File: src/rtl/uart_imem_loader.sv
// UART byte receiver that streams bytes into the instruction memory write port.
// A 0xFE..0xFF bracketed load holds the CPU in reset and ends with flush strobes.
module uart_imem_loader #(
  parameter int CLKS_PER_BIT  = 868,
  parameter int STROBE_CYCLES = 2,
  parameter int FLUSH_STROBES = 3
) (
  input  logic       clk,
  input  logic       reset_n,
  input  logic       rx_i,
  output logic [7:0] byte_o,
  output logic       wr_en_o,
  output logic       loading_o,
  output logic       done_o,
  output logic       cpu_reset_n_o,
  output logic       frame_err_o
);

  localparam int CW = $clog2(CLKS_PER_BIT);
  localparam int FW = (FLUSH_STROBES < 1) ? 1 : $clog2(FLUSH_STROBES + 1);
  localparam logic [CW-1:0] BIT_END  = CW'(CLKS_PER_BIT - 1);
  localparam logic [CW-1:0] HALF_END = CW'(CLKS_PER_BIT / 2 - 1);
  localparam logic [FW-1:0] FL_N     = FW'(FLUSH_STROBES);
  localparam logic [2:0]    S_N      = 3'(STROBE_CYCLES);

  localparam logic [1:0] RX_IDLE  = 2'd0;
  localparam logic [1:0] RX_START = 2'd1;
  localparam logic [1:0] RX_DATA  = 2'd2;
  localparam logic [1:0] RX_STOP  = 2'd3;

  localparam logic [2:0] O_IDLE = 3'd0;
  localparam logic [2:0] O_LOAD = 3'd1;
  localparam logic [2:0] O_HIGH = 3'd2;
  localparam logic [2:0] O_LOW  = 3'd3;
  localparam logic [2:0] O_DONE = 3'd4;

  logic          rx_s1_q, rx_s2_q;
  logic [1:0]    vld_q;
  logic          armed_q, armed_d;
  logic [1:0]    rx_st_q, rx_st_d;
  logic [CW-1:0] cnt_q, cnt_d;
  logic [2:0]    idx_q, idx_d;
  logic [7:0]    shift_q, shift_d;
  logic          bad_q, bad_d;
  logic          ferr_q, ferr_d;
  logic          rx_vld;

  logic [2:0]    ost_q, ost_d;
  logic [2:0]    scnt_q, scnt_d;
  logic [FW-1:0] fl_q, fl_d;
  logic          flush_q, flush_d;
  logic [7:0]    byte_q, byte_d;
  logic          wr_q, wr_d;
  logic          ld_q, ld_d;
  logic          dn_q, dn_d;
  logic [7:0]    buf_q, buf_d;
  logic          bufv_q, bufv_d;
  logic          load_en;
  logic [7:0]    load_b;

  // A line already low at reset release must be seen high before a frame starts
  assign armed_d = armed_q | (vld_q[1] & rx_s2_q);

  always_comb begin
    rx_st_d = rx_st_q;
    cnt_d   = cnt_q;
    idx_d   = idx_q;
    shift_d = shift_q;
    bad_d   = bad_q;
    ferr_d  = ferr_q;
    rx_vld  = 1'b0;
    unique case (rx_st_q)
      RX_IDLE: begin
        if (armed_q && !rx_s2_q) begin
          rx_st_d = RX_START;
          cnt_d   = '0;
        end
      end
      RX_START: begin
        if (cnt_q == HALF_END) begin
          cnt_d   = '0;
          idx_d   = '0;
          rx_st_d = rx_s2_q ? RX_IDLE : RX_DATA;
        end else begin
          cnt_d = cnt_q + 1'b1;
        end
      end
      RX_DATA: begin
        if (cnt_q == BIT_END) begin
          cnt_d          = '0;
          shift_d[idx_q] = rx_s2_q;
          idx_d          = idx_q + 3'd1;
          if (idx_q == 3'd7) rx_st_d = RX_STOP;
        end else begin
          cnt_d = cnt_q + 1'b1;
        end
      end
      default: begin
        if (bad_q) begin
          if (rx_s2_q) begin
            rx_st_d = RX_IDLE;
            bad_d   = 1'b0;
          end
        end else if (cnt_q == BIT_END) begin
          cnt_d = '0;
          if (rx_s2_q) begin
            rx_vld  = 1'b1;
            rx_st_d = RX_IDLE;
          end else begin
            bad_d  = 1'b1;
            ferr_d = 1'b1;
          end
        end else begin
          cnt_d = cnt_q + 1'b1;
        end
      end
    endcase
  end

  always_comb begin
    byte_d  = byte_q;
    wr_d    = wr_q;
    ost_d   = ost_q;
    scnt_d  = scnt_q;
    fl_d    = fl_q;
    flush_d = flush_q;
    ld_d    = ld_q;
    dn_d    = dn_q;
    buf_d   = buf_q;
    bufv_d  = bufv_q;
    load_en = 1'b0;
    load_b  = shift_q;
    // Bytes finishing while the strobe engine is busy wait in a 1-deep buffer
    if (ost_q == O_IDLE && (bufv_q || rx_vld)) begin
      load_en = 1'b1;
      load_b  = bufv_q ? buf_q : shift_q;
      bufv_d  = bufv_q & rx_vld;
      if (rx_vld) buf_d = shift_q;
    end else if (rx_vld) begin
      buf_d  = shift_q;
      bufv_d = 1'b1;
    end
    if (load_en) begin
      byte_d = load_b;
      ost_d  = O_LOAD;
      if (load_b == 8'hFE) begin
        ld_d = 1'b1;
        dn_d = 1'b0;
      end
      if (load_b == 8'hFF && ld_q) begin
        flush_d = 1'b1;
        fl_d    = FL_N;
      end
    end
    unique case (ost_q)
      O_LOAD: begin
        wr_d   = 1'b1;
        scnt_d = 3'd1;
        ost_d  = O_HIGH;
      end
      O_HIGH: begin
        if (scnt_q == S_N) begin
          wr_d   = 1'b0;
          scnt_d = 3'd1;
          if (flush_q) ost_d = (fl_q != '0) ? O_LOW : O_DONE;
          else         ost_d = O_IDLE;
        end else begin
          scnt_d = scnt_q + 3'd1;
        end
      end
      O_LOW: begin
        if (scnt_q == S_N) begin
          wr_d   = 1'b1;
          scnt_d = 3'd1;
          fl_d   = fl_q - 1'b1;
          ost_d  = O_HIGH;
        end else begin
          scnt_d = scnt_q + 3'd1;
        end
      end
      O_DONE: begin
        ld_d    = 1'b0;
        dn_d    = 1'b1;
        flush_d = 1'b0;
        ost_d   = O_IDLE;
      end
      default: ;
    endcase
  end

  always_ff @(posedge clk or negedge reset_n) begin
    if (!reset_n) begin
      rx_s1_q <= 1'b1;
      rx_s2_q <= 1'b1;
      vld_q   <= '0;
      armed_q <= 1'b0;
      rx_st_q <= RX_IDLE;
      cnt_q   <= '0;
      idx_q   <= '0;
      shift_q <= '0;
      bad_q   <= 1'b0;
      ferr_q  <= 1'b0;
      ost_q   <= O_IDLE;
      scnt_q  <= '0;
      fl_q    <= '0;
      flush_q <= 1'b0;
      byte_q  <= '0;
      wr_q    <= 1'b0;
      ld_q    <= 1'b0;
      dn_q    <= 1'b0;
      buf_q   <= '0;
      bufv_q  <= 1'b0;
    end else begin
      rx_s1_q <= rx_i;
      rx_s2_q <= rx_s1_q;
      vld_q   <= {vld_q[0], 1'b1};
      armed_q <= armed_d;
      rx_st_q <= rx_st_d;
      cnt_q   <= cnt_d;
      idx_q   <= idx_d;
      shift_q <= shift_d;
      bad_q   <= bad_d;
      ferr_q  <= ferr_d;
      ost_q   <= ost_d;
      scnt_q  <= scnt_d;
      fl_q    <= fl_d;
      flush_q <= flush_d;
      byte_q  <= byte_d;
      wr_q    <= wr_d;
      ld_q    <= ld_d;
      dn_q    <= dn_d;
      buf_q   <= buf_d;
      bufv_q  <= bufv_d;
    end
  end

  assign byte_o        = byte_q;
  assign wr_en_o       = wr_q;
  assign loading_o     = ld_q;
  assign done_o        = dn_q;
  assign cpu_reset_n_o = ~ld_q;
  assign frame_err_o   = ferr_q;

endmodule

File: config.mk
export PLATFORM = sky130hd
export DESIGN_NAME = uart_imem_loader
export DESIGN_NICKNAME = d
export VERILOG_FILES = /design/src/rtl/uart_imem_loader.sv
export SDC_FILE = /design/constraint.sdc
export NUM_CORES = 1
export LEC_CHECK = 0
export ABC_AREA = 1
export BUFFER_PORTS_ARGS = -buffer_cell sky130_fd_sc_hd__buf_2
export CORE_AREA = 3 3 74 104
export DETAILED_ROUTE_END_ITERATION = 10
export DIE_AREA = 0 0 77 107
export PLACE_DENSITY = 0.64
export SYNTH_ARGS = -nofsm -noshare
export SYNTH_HDL_FRONTEND = slang
export SYNTH_SLANG_ARGS = --single-unit
File: constraint.sdc
create_clock -name clk -period 1.7 [get_ports clk]
set_input_delay 0.255 -clock clk [delete_from_list [all_inputs] [get_ports clk]]
set_output_delay 0.255 -clock clk [all_outputs]
set_load 0.02 [all_outputs]
==> results of run 1 <==
[cell type report]
| class | count | area (um2) | share of cell area |
|---|---|---|---|
| clock buffer | 9 | 123.9 | 0.03447 |
| clock inverter | 7 | 100.1 | 0.02786 |
| inverter | 70 | 262.8 | 0.07312 |
| multi-input combinational | 253 | 1305 | 0.3632 |
| sequential | 59 | 1480 | 0.4119 |
| tap | 95 | 118.9 | 0.03308 |
| timing repair buffer | 28 | 202.7 | 0.05641 |
[flip-flops by register name, indices dropped and copies added, names as in the netlist, 2 cells and up]
signal and cells:
scnt_q 3, fl_q 2, byte_o 8, cnt_q 10
buf_q 8, vld_q 2, rx_st_q 2, ost_q 3
shift_q 8, idx_q 3
[cell families (layout without fill, tap and decap cells)]
logic type | Yosys count | in the layout
AND/OR/NAND/NOR | 187 | 188
buffers and inverters | 73 | 114
flip-flops | 59 | 59
AO/OA/AOI/OAI | 52 | 52
adder cells (fa/ha/maj) | 5 | 5
multiplexers | 5 | 5
XOR/XNOR | 2 | 2
other | 1 | 1
[metal layers]
layer / vias to the layer above / global-route usage / wire length [um]
li1: 1298 / - / -
met1: 1194 / 0.1741 / 2587
met2: 45 / 0.2943 / 3210
met3: 22 / 0.03950 / 160
met4: 0 / 0.1081 / 265
met5: - / 0 / 0
[stage by stage]
| stage | TNS (ps) | worst slack (ps) |
|---|---|---|
| after global routing | -19.40 | -19.40 |
| after global placement | 0 | 112.0 |
| after detailed placement | 0 | 98.16 |
| final | 0 | 131.9 |
| after floorplan | 0 | 167.1 |
| after CTS | 0 | 80.00 |
[layout by cell type, fill, tap and decap left out, types with 2 or more instances in the layout]
master,n
bufinv_16,2
clkbuf_8,9
buf_4,9
a31oi_1,2
dfrtp_1,56
nand3_2,2
nand3_1,21
o21ai_1,6
ha_1,5
nor2_1,33
nor2_2,9
nand4_1,14
mux2i_1,5
clkinv_4,3
nand2_2,2
dlygate4sd3_1,2
inv_2,5
nor2_4,2
nand2_4,2
nand3_4,2
nand2_1,97
buf_12,2
inv_1,65
buf_2,15
a21oi_1,9
o21ai_0,25
o32ai_1,2
dfstp_2,2
[what timing repair did]
| action | 4_1_cts | 5_1_grt |
|---|---|---|
| setup endpoints to repair | 0 | 11 |
| hold buffers | 2 | 0 |
| buffers inserted | 0 | 2 |
| endpoints found under the hold margin | 58 | 0 |
| gates resized for setup | 0 | 6 |
[final timing paths]
kind | from | endpoint | depth (start not counted)
setup reg to reg | ost_q[2] | done_o | 9
min in group asynchronous | reset_n | fl_q[1] | 3
hold reg to reg | vld_q[0] | vld_q[1] | 0
hold / removal | vld_q[0] | vld_q[1] | 0
max in group asynchronous | reset_n | rx_s1_q | 3
setup / recovery | ost_q[2] | done_o | 9
[critical path: cells and delay by family (launching register included)]
kind,cells,cell delay (ps)
flip-flops,1,410
AND/OR/NAND/NOR,5,420
AO/OA/AOI/OAI,1,250
buffers and inverters,3,380
[power by group through the flow]
| stage | Combinational, mW | Clock (mW) | Sequential, mW |
|---|---|---|---|
| 6_report | 0.620 | 1.45 | 1.60 |
| 5_1_grt | 0.722 | 1.55 | 1.61 |
| 4_1_cts | 0.600 | 1.48 | 1.61 |
| 3_5_place_dp | 0.591 | 0 | 1.64 |
| 3_3_place_gp | 0.582 | 0 | 1.63 |
| 2_1_floorplan | 0.423 | 0 | 1.62 |
==> impl_metrics.yaml, run 1 <==
synth:
  synthCells: 384
  synth_top_family_by_area: "simple AND/OR/NAND/NOR gates"
  synthTopCellsByArea: "dfrtp_1, nand2_1, inv_1"
  synth_largest_area_cell: "dfrtp_1"
  synth_common_cells: "nand2_1, inv_1, dfrtp_1"
  synthFlopType: "dfrtp_1"
  syn_nets: 392
  synth_edf_count: 0
  synthXorXnorAreaFrac: 0.005735
  netlist_area_um2: 3054
  ys_types: 39
  ys_warn_count: 0
  ys_seq_elements: 59
  synth-async-reset-ratio: 1.000
  yosysSeqAreaShare: 0.4842
  avgSynthCellArea_um2: 7.954
  yosysTopAreaCellShare: 0.4670
  synth_adder_area_share: 0.02048
  synth_compound_area_frac: 0.09668
  yosysMostFrequentCell: "nand2_1"
  synthSimpleGateAreaFrac: 0.2823
  synth_mux_area_frac: 0.01639
cts:
  clock-sinks: 59
  path_clk_slew_ps: 70
  clk_path_buf_depth: 2
  cts_buffers: 9
  cts_htree_levels: 3
  cts_root_buf: "clkbuf_8"
  clkLatencyLatePin_ps: 350
  cts_tree: "built"
routing:
  dr_total_vias: 2559
  initialDrtViolationCount: 169
  antenna_left: 0
  wl_um: 6222
  firstDrtPassIters: 4
  routedWlPerCell_um: 11.94
  drc_errors: 0
  routed_via_density: 4.912
floorplanning:
  dieHeight_um: 107
  ios: 16
  rows: 36
  die_w_um: 77
  dieArea_um2: 8239
  start_util: 0.4432
  coreArea_um2: 6892
setup_path:
  slowest_delay_ps: 410
  worstPathRequired_ps: 1940
  end_kind: "flip-flop"
  ff2ff_setup_slack_ps: 130
  start_kind: "flip-flop"
  cpMaxStageDelayCell: "dfrtp_1"
  path_cells: "inv_1 > buf_12 > nand3_4 > o21ai_2 > inv_1 > nor2_1 > nand3_1 > nand2_1 > nand2_1"
  crit_type: "reg2reg"
  cp_max_fo: 9
  crit_arrival_ps: 1810
global_route:
  grt_pass1_wl_um: 10850
  grt_pass1_vias: 2604
  grt_max_degree: 60
  grt.overflow.total: 0
  antenna_found_initial: 0
  grt_usage: 0.1660
power_and_ir_drop:
  p_sw_frac: 0.3029
  peakVddDrop_mv: 0.6789
  leakage_nw: 1.964
  power.share.combinational: 0.169
  clkPwrFrac: 0.394
  internal_power_mw: 2.558
  power_density_nw_per_um2: 1021
  pwr-share-seq: 0.437
  power.switching_mw: 1.111
  finalPower_mw: 3.669
place:
  gp_congestion: 0.8563
  dp_hpwl_um: 4547
  dpl_cell_area_um2: 3319
  io_buffers: 15
  dp.cells: 500
timing:
  min_period_ps: 1568
  max_freq_mhz: 637.7
  rsz0062_at_grt: "true"
  hold_viol_final: 0
  setup_viol: 0
  slew_violations: 0
  holdWs_ps: 358.7
  period_share: 0.9224
  skew_ps: 8.830
final_layout:
  num_antenna_cells: 0
  final_util: 0.5214
  fin_area_um2: 3593
  fin_cells: 521
  fillCellCount: 661
  drive_gt1_frac: 0.1667
  nNetsFinal: 429
  syn_to_final_growth_pct: 17.66
run:
  cap_viol_max_count: 0
run_status:
  status: "complete, no violations"
worst_hold_path:
  min_path_type: "reg2reg"
(Power assumes the default switching activity.)
==> run 2: changes to the inputs <==
==> constraint.sdc (replaced) <==
create_clock -name clk -period 1.8 [get_ports clk]
set_input_delay 0.27 -clock clk [delete_from_list [all_inputs] [get_ports clk]]
set_output_delay 0.27 -clock clk [all_outputs]
set_load 0.02 [all_outputs]
==> run 2 against run 1 <==
Global-route usage decreased by 0.68 points. Maximum frequency decreased by 3.7%. Clock-buffer cell count increased by 5. First-iteration DRC count decreased by 43%. Via count decreased by 4.8%. Register-to-register slack improved by 40 ps. Largest power group unchanged. Routed wire length decreased by 7.5%. Flip-flop and latch count unchanged. Clock skew increased by 0.69 ps.
==> impl_metrics.yaml, run 2 (synthesis results as in run 1) <==
routing:
  routedWlPerCell_um: 11.22
  initialDrtViolationCount: 96
  drc_errors: 0
  dr_total_vias: 2435
  antenna_left: 0
  routed_via_density: 4.747
  firstDrtPassIters: 4
  wl_um: 5758
cts:
  cts_root_buf: "clkbuf_8"
  path_clk_slew_ps: 70
  clk_path_buf_depth: 2
  clock-sinks: 59
  cts_tree: "built"
  cts_setup_buffers: 0
  cts_htree_levels: 3
  clkLatencyLatePin_ps: 330
  cts_buffers: 9
final_layout:
  top_register: "cnt_q"
  num_antenna_cells: 0
  drive_gt1_frac: 0.1435
  largest_reg_flops: 10
  nNetsFinal: 422
  mostFrequentLayoutCells: "nand2_1, inv_1, dfrtp_1, nor2_1, o21ai_0"
  syn_to_final_growth_pct: 15.03
  final_common_cell: "nand2_1"
place:
  dp_hpwl_um: 4487
  gp_congestion: 0.8653
  io_buffers: 15
  dpl_worst_slack_ps: 166.1
setup_path:
  crit_type: "reg2reg"
  ff2ff_setup_slack_ps: 170
  path_buf_inv: 1
  crit_arrival_ps: 1890
  cpMaxStageDelayCell: "dfrtp_1"
  path_cells: "nor2_4 > inv_1 > nor2_1 > nand2_4 > nor2_2 > nand3_2 > a21oi_1"
  end_kind: "flip-flop"
  cp_max_fo: 13
  start_kind: "flip-flop"
  worstRegToRegCells: 7
  worstPathRequired_ps: 2060
  r2r-start: "ost_q[1]"
  cp_top_family: "simple AND/OR/NAND/NOR gates"
  reg2reg_to: "fl_q[0]"
  slowest_delay_ps: 440
run:
  cap_viol_max_count: 0
run_status:
  status: "complete, no violations"
worst_hold_path:
  min_path_cells: 1
  min_to: "rx_s1_q"
  min_path_type: "in2reg"
  holdCritStartpoint: "rx_i"
timing:
  slew_violations: 0
  tns_ps: 0
  min_period_ps: 1629
  rsz0062_at_grt: "false"
  fin_ws_ps: 171.3
  period_share: 0.9048
  hold_viol_final: 0
  setup_viol: 0
  max_freq_mhz: 614.0
  skew_ps: 9.524
global_route:
  grt_usage: 0.1592
  grt_pass1_wl_um: 10580
  antenna_found_initial: 0
  grt_pass1_vias: 2451
  grt_max_degree: 25
  grt.overflow.total: 0
power_and_ir_drop:
  peakVddDrop_mv: 0.6771
  leakage_nw: 1.922
  power_density_nw_per_um2: 953.1
floorplanning:
  dieHeight_um: 107
  coreArea_um2: 6892
  start_util: 0.4432
  rows: 36
  dieArea_um2: 8239
  ios: 16
  die_w_um: 77
run 2: layout make-up:
type	instances	area, um2
clock buffers	14	182.7
clock inverters	1	30.03
fillers	694	3378
inverters	70	262.8
multi-input cells	252	1297
flip-flops and latches	59	1479
well taps	95	118.9
repair buffers	22	142.6
run 2: worst register-to-register path: stages, from the launching register on:
cell     delay [ps]
dfrtp_1         440
nor2_4          270
inv_1            90
nor2_1          200
nand2_4         150
nor2_2          130
nand3_2         110
a21oi_1         160
run 2: what timing repair did:
action / 4_1_cts / 5_1_grt
hold endpoints to repair: 17 / 0
endpoints found under the setup margin: 0 / 1
hold buffers: 1 / 0
gates resized for setup: 0 / 1
run 2: stage by stage:
stage / instances / power [mW] / hold slack [ps] / utilization / instance area [um2]
detailed placement: 497 / 2.091 / 262.8 / 0.4766 / 3284
global placement: 497 / 2.077 / 260.4 / 0.4766 / 3284
global route: 513 / 3.559 / 20.54 / 0.5098 / 3513
floorplan: 384 / 1.927 / -25.59 / - / 3054
finish: 513 / 3.348 / 39.31 / 0.5098 / 3513
CTS: 513 / 3.395 / 18.41 / 0.5089 / 3507
run 2: power by group:
group | internal, mW | total [mW] | switching (mW) | leakage [nW]
sequential | 1.43 | 1.53 | 0.102 | 0.785
combinational | 0.178 | 0.538 | 0.360 | 1.03
clock | 0.784 | 1.28 | 0.495 | 0.109
run 2: how the worst max path moves through the flow:
stage	start	endpoint	slack, ps	cells after the start
floorplan	cnt_q[0]	done_o	270	10
CTS	ost_q[1]	fl_q[0]	150	7
finish	ost_q[1]	fl_q[0]	170	7
global placement	cnt_q[7]	shift_q[1]	210	8
global route	cnt_q[0]	rx_st_q[0]	20	8
detailed placement	ost_q[1]	fl_q[0]	170	7
run 2: metal layers:
layer	GRT usage	routed length (um)	vias up
met2	0.2781	2926	27
met3	0.04454	139	8
met1	0.1856	2618	1118
met4	0.05852	74	0
met5	0	0	-
li1	-	-	1282
==> run 3: changes to the inputs <==
--- a/config.mk
+++ b/config.mk
@@ -8,6 +8,7 @@
 export ABC_AREA = 1
 export BUFFER_PORTS_ARGS = -buffer_cell sky130_fd_sc_hd__buf_2
 export CORE_AREA = 3 3 74 104
+export CTS_BUF_LIST = sky130_fd_sc_hd__clkbuf_8 sky130_fd_sc_hd__clkbuf_16
 export DETAILED_ROUTE_END_ITERATION = 10
 export DIE_AREA = 0 0 77 107
 export PLACE_DENSITY = 0.64
==> run 3 against run 2 <==
Global-route usage unchanged. Clock skew about the same. Register-to-register slack about the same. Flip-flop and latch count unchanged. Die area unchanged. Critical path depth unchanged. Sequential power about the same. Cell area unchanged. Routed wire length about the same. Cell count unchanged.
==> impl_metrics.yaml, run 3 (synthesis results as in run 1) <==
floorplanning:
  die_w_um: 77
  coreArea_um2: 6892
  ios: 16
  start_util: 0.4432
  dieArea_um2: 8239
  dieHeight_um: 107
  rows: 36
run_status:
  status: "complete, no violations"
cts:
  clk_path_buf_depth: 2
  cts_root_buf: "clkbuf_8"
  cts_htree_levels: 3
  path_clk_slew_ps: 70
  cts_buffers: 9
  clkLatencyLatePin_ps: 330
  cts_tree: "built"
  clock-sinks: 59
global_route:
  grt_pass1_wl_um: 10580
  grt_pass1_vias: 2451
  antenna_found_initial: 0
  grt_usage: 0.1592
  grt.overflow.total: 0
  grt_max_degree: 25
place:
  gp_congestion: 0.8653
  dpl_cell_area_um2: 3284
  dpl_worst_slack_ps: 166.1
  io_buffers: 15
  dp_hpwl_um: 4487
  dp.cells: 497
routing:
  drc_errors: 0
  routed_via_density: 4.747
  dr_total_vias: 2435
  firstDrtPassIters: 4
  routedWlPerCell_um: 11.23
  antenna_left: 0
  wl_um: 5763
  initialDrtViolationCount: 96
final_layout:
  final_util: 0.5098
  largest_reg_flops: 10
  regArea_um2: 1479
  multi_input_area_um2: 1297
  syn_to_final_growth_pct: 15.03
  drive_gt1_frac: 0.1435
  num_antenna_cells: 0
  final_common_cell: "nand2_1"
  fin_area_um2: 3513
  mostFrequentLayoutCells: "nand2_1, inv_1, dfrtp_1, nor2_1, o21ai_0"
  nNetsFinal: 422
  fin_cells: 513
  fillCellCount: 694
  top_register: "cnt_q"
timing:
  min_period_ps: 1628
  tns_ps: 0
  skew_ps: 9.523
  rsz0062_at_grt: "false"
  holdWs_ps: 39.12
  fin_ws_ps: 171.7
  max_freq_mhz: 614.1
  slew_violations: 0
  hold_viol_final: 0
  setup_viol: 0
  period_share: 0.9046
setup_path:
  worstPathRequired_ps: 2060
  crit_arrival_ps: 1880
  slowest_delay_ps: 440
  reg2reg_to: "fl_q[0]"
  cp_max_fo: 13
  r2r-start: "ost_q[1]"
  end_kind: "flip-flop"
  crit_type: "reg2reg"
  worstRegToRegCells: 7
  path_cells: "nor2_4 > inv_1 > nor2_1 > nand2_4 > nor2_2 > nand3_2 > a21oi_1"
  cpMaxStageDelayCell: "dfrtp_1"
  start_kind: "flip-flop"
  ff2ff_setup_slack_ps: 170
power_and_ir_drop:
  power_density_nw_per_um2: 951.9
  finalPower_mw: 3.344
  power.share.combinational: 0.161
  leakage_nw: 1.926
  p_sw_frac: 0.2866
  clkPwrFrac: 0.381
  peakVddDrop_mv: 0.6785
  power.switching_mw: 0.9585
  pwr-share-seq: 0.458
  internal_power_mw: 2.386
worst_hold_path:
  min_to: "rx_s1_q"
  holdCritStartpoint: "rx_i"
  min_path_cells: 1
  min_path_type: "in2reg"
run:
  cap_viol_max_count: 0
[run 3: how the worst max path moves through the flow]
stage	slack, ps	cells after the start	endpoint	startpoint
final	170	7	fl_q[0]	ost_q[1]
after global routing	20	8	rx_st_q[0]	cnt_q[0]
after CTS	150	7	fl_q[0]	ost_q[1]
after detailed placement	170	7	fl_q[0]	ost_q[1]
after global placement	210	8	shift_q[1]	cnt_q[7]
after floorplan	270	10	done_o	cnt_q[0]
[run 3: power by group through the flow]
| stage | Combinational, mW | Sequential (mW) | Clock [mW] |
|---|---|---|---|
| floorplan | 0.400 | 1.53 | 0 |
| global placement | 0.526 | 1.55 | 0 |
| detailed placement | 0.541 | 1.55 | 0 |
| CTS | 0.541 | 1.53 | 1.32 |
| global route | 0.628 | 1.55 | 1.38 |
| finish | 0.538 | 1.53 | 1.27 |
[run 3: metal layers]
| metal | GRT usage | up-vias | part of all wire |
|---|---|---|---|
| met3 | 0.04454 | 8 | 0.024 |
| met5 | 0 | - | 0 |
| li1 | - | 1282 | - |
| met1 | 0.1856 | 1120 | 0.46 |
| met4 | 0.05852 | 0 | 0.013 |
| met2 | 0.2781 | 25 | 0.51 |
[run 3: worst max-delay path, delay by kind of cell (launching register included)]
family	cells	cell delay [ps]
compound gates	1	160
buf+inv	1	90
flops	1	440
simple gates	5	850
[run 3: area by class of cell]
cell class                 count  area share
sequential                    59      0.4209
multi-input combinational    252      0.3693
inverter                      70     0.07479
clock buffer                  13     0.05093
timing repair buffer          22     0.04060
tap                           95     0.03383
clock inverter                 2    0.009615
[run 3: timing repair]
| item | 4_1_cts | 5_1_grt |
|---|---|---|
| hold buffers | 1 | 0 |
| endpoints found under the setup margin | 0 | 1 |
| gates resized for setup | 0 | 1 |
| buffers inserted | 0 | 0 |
| hold endpoints to repair | 17 | 0 |
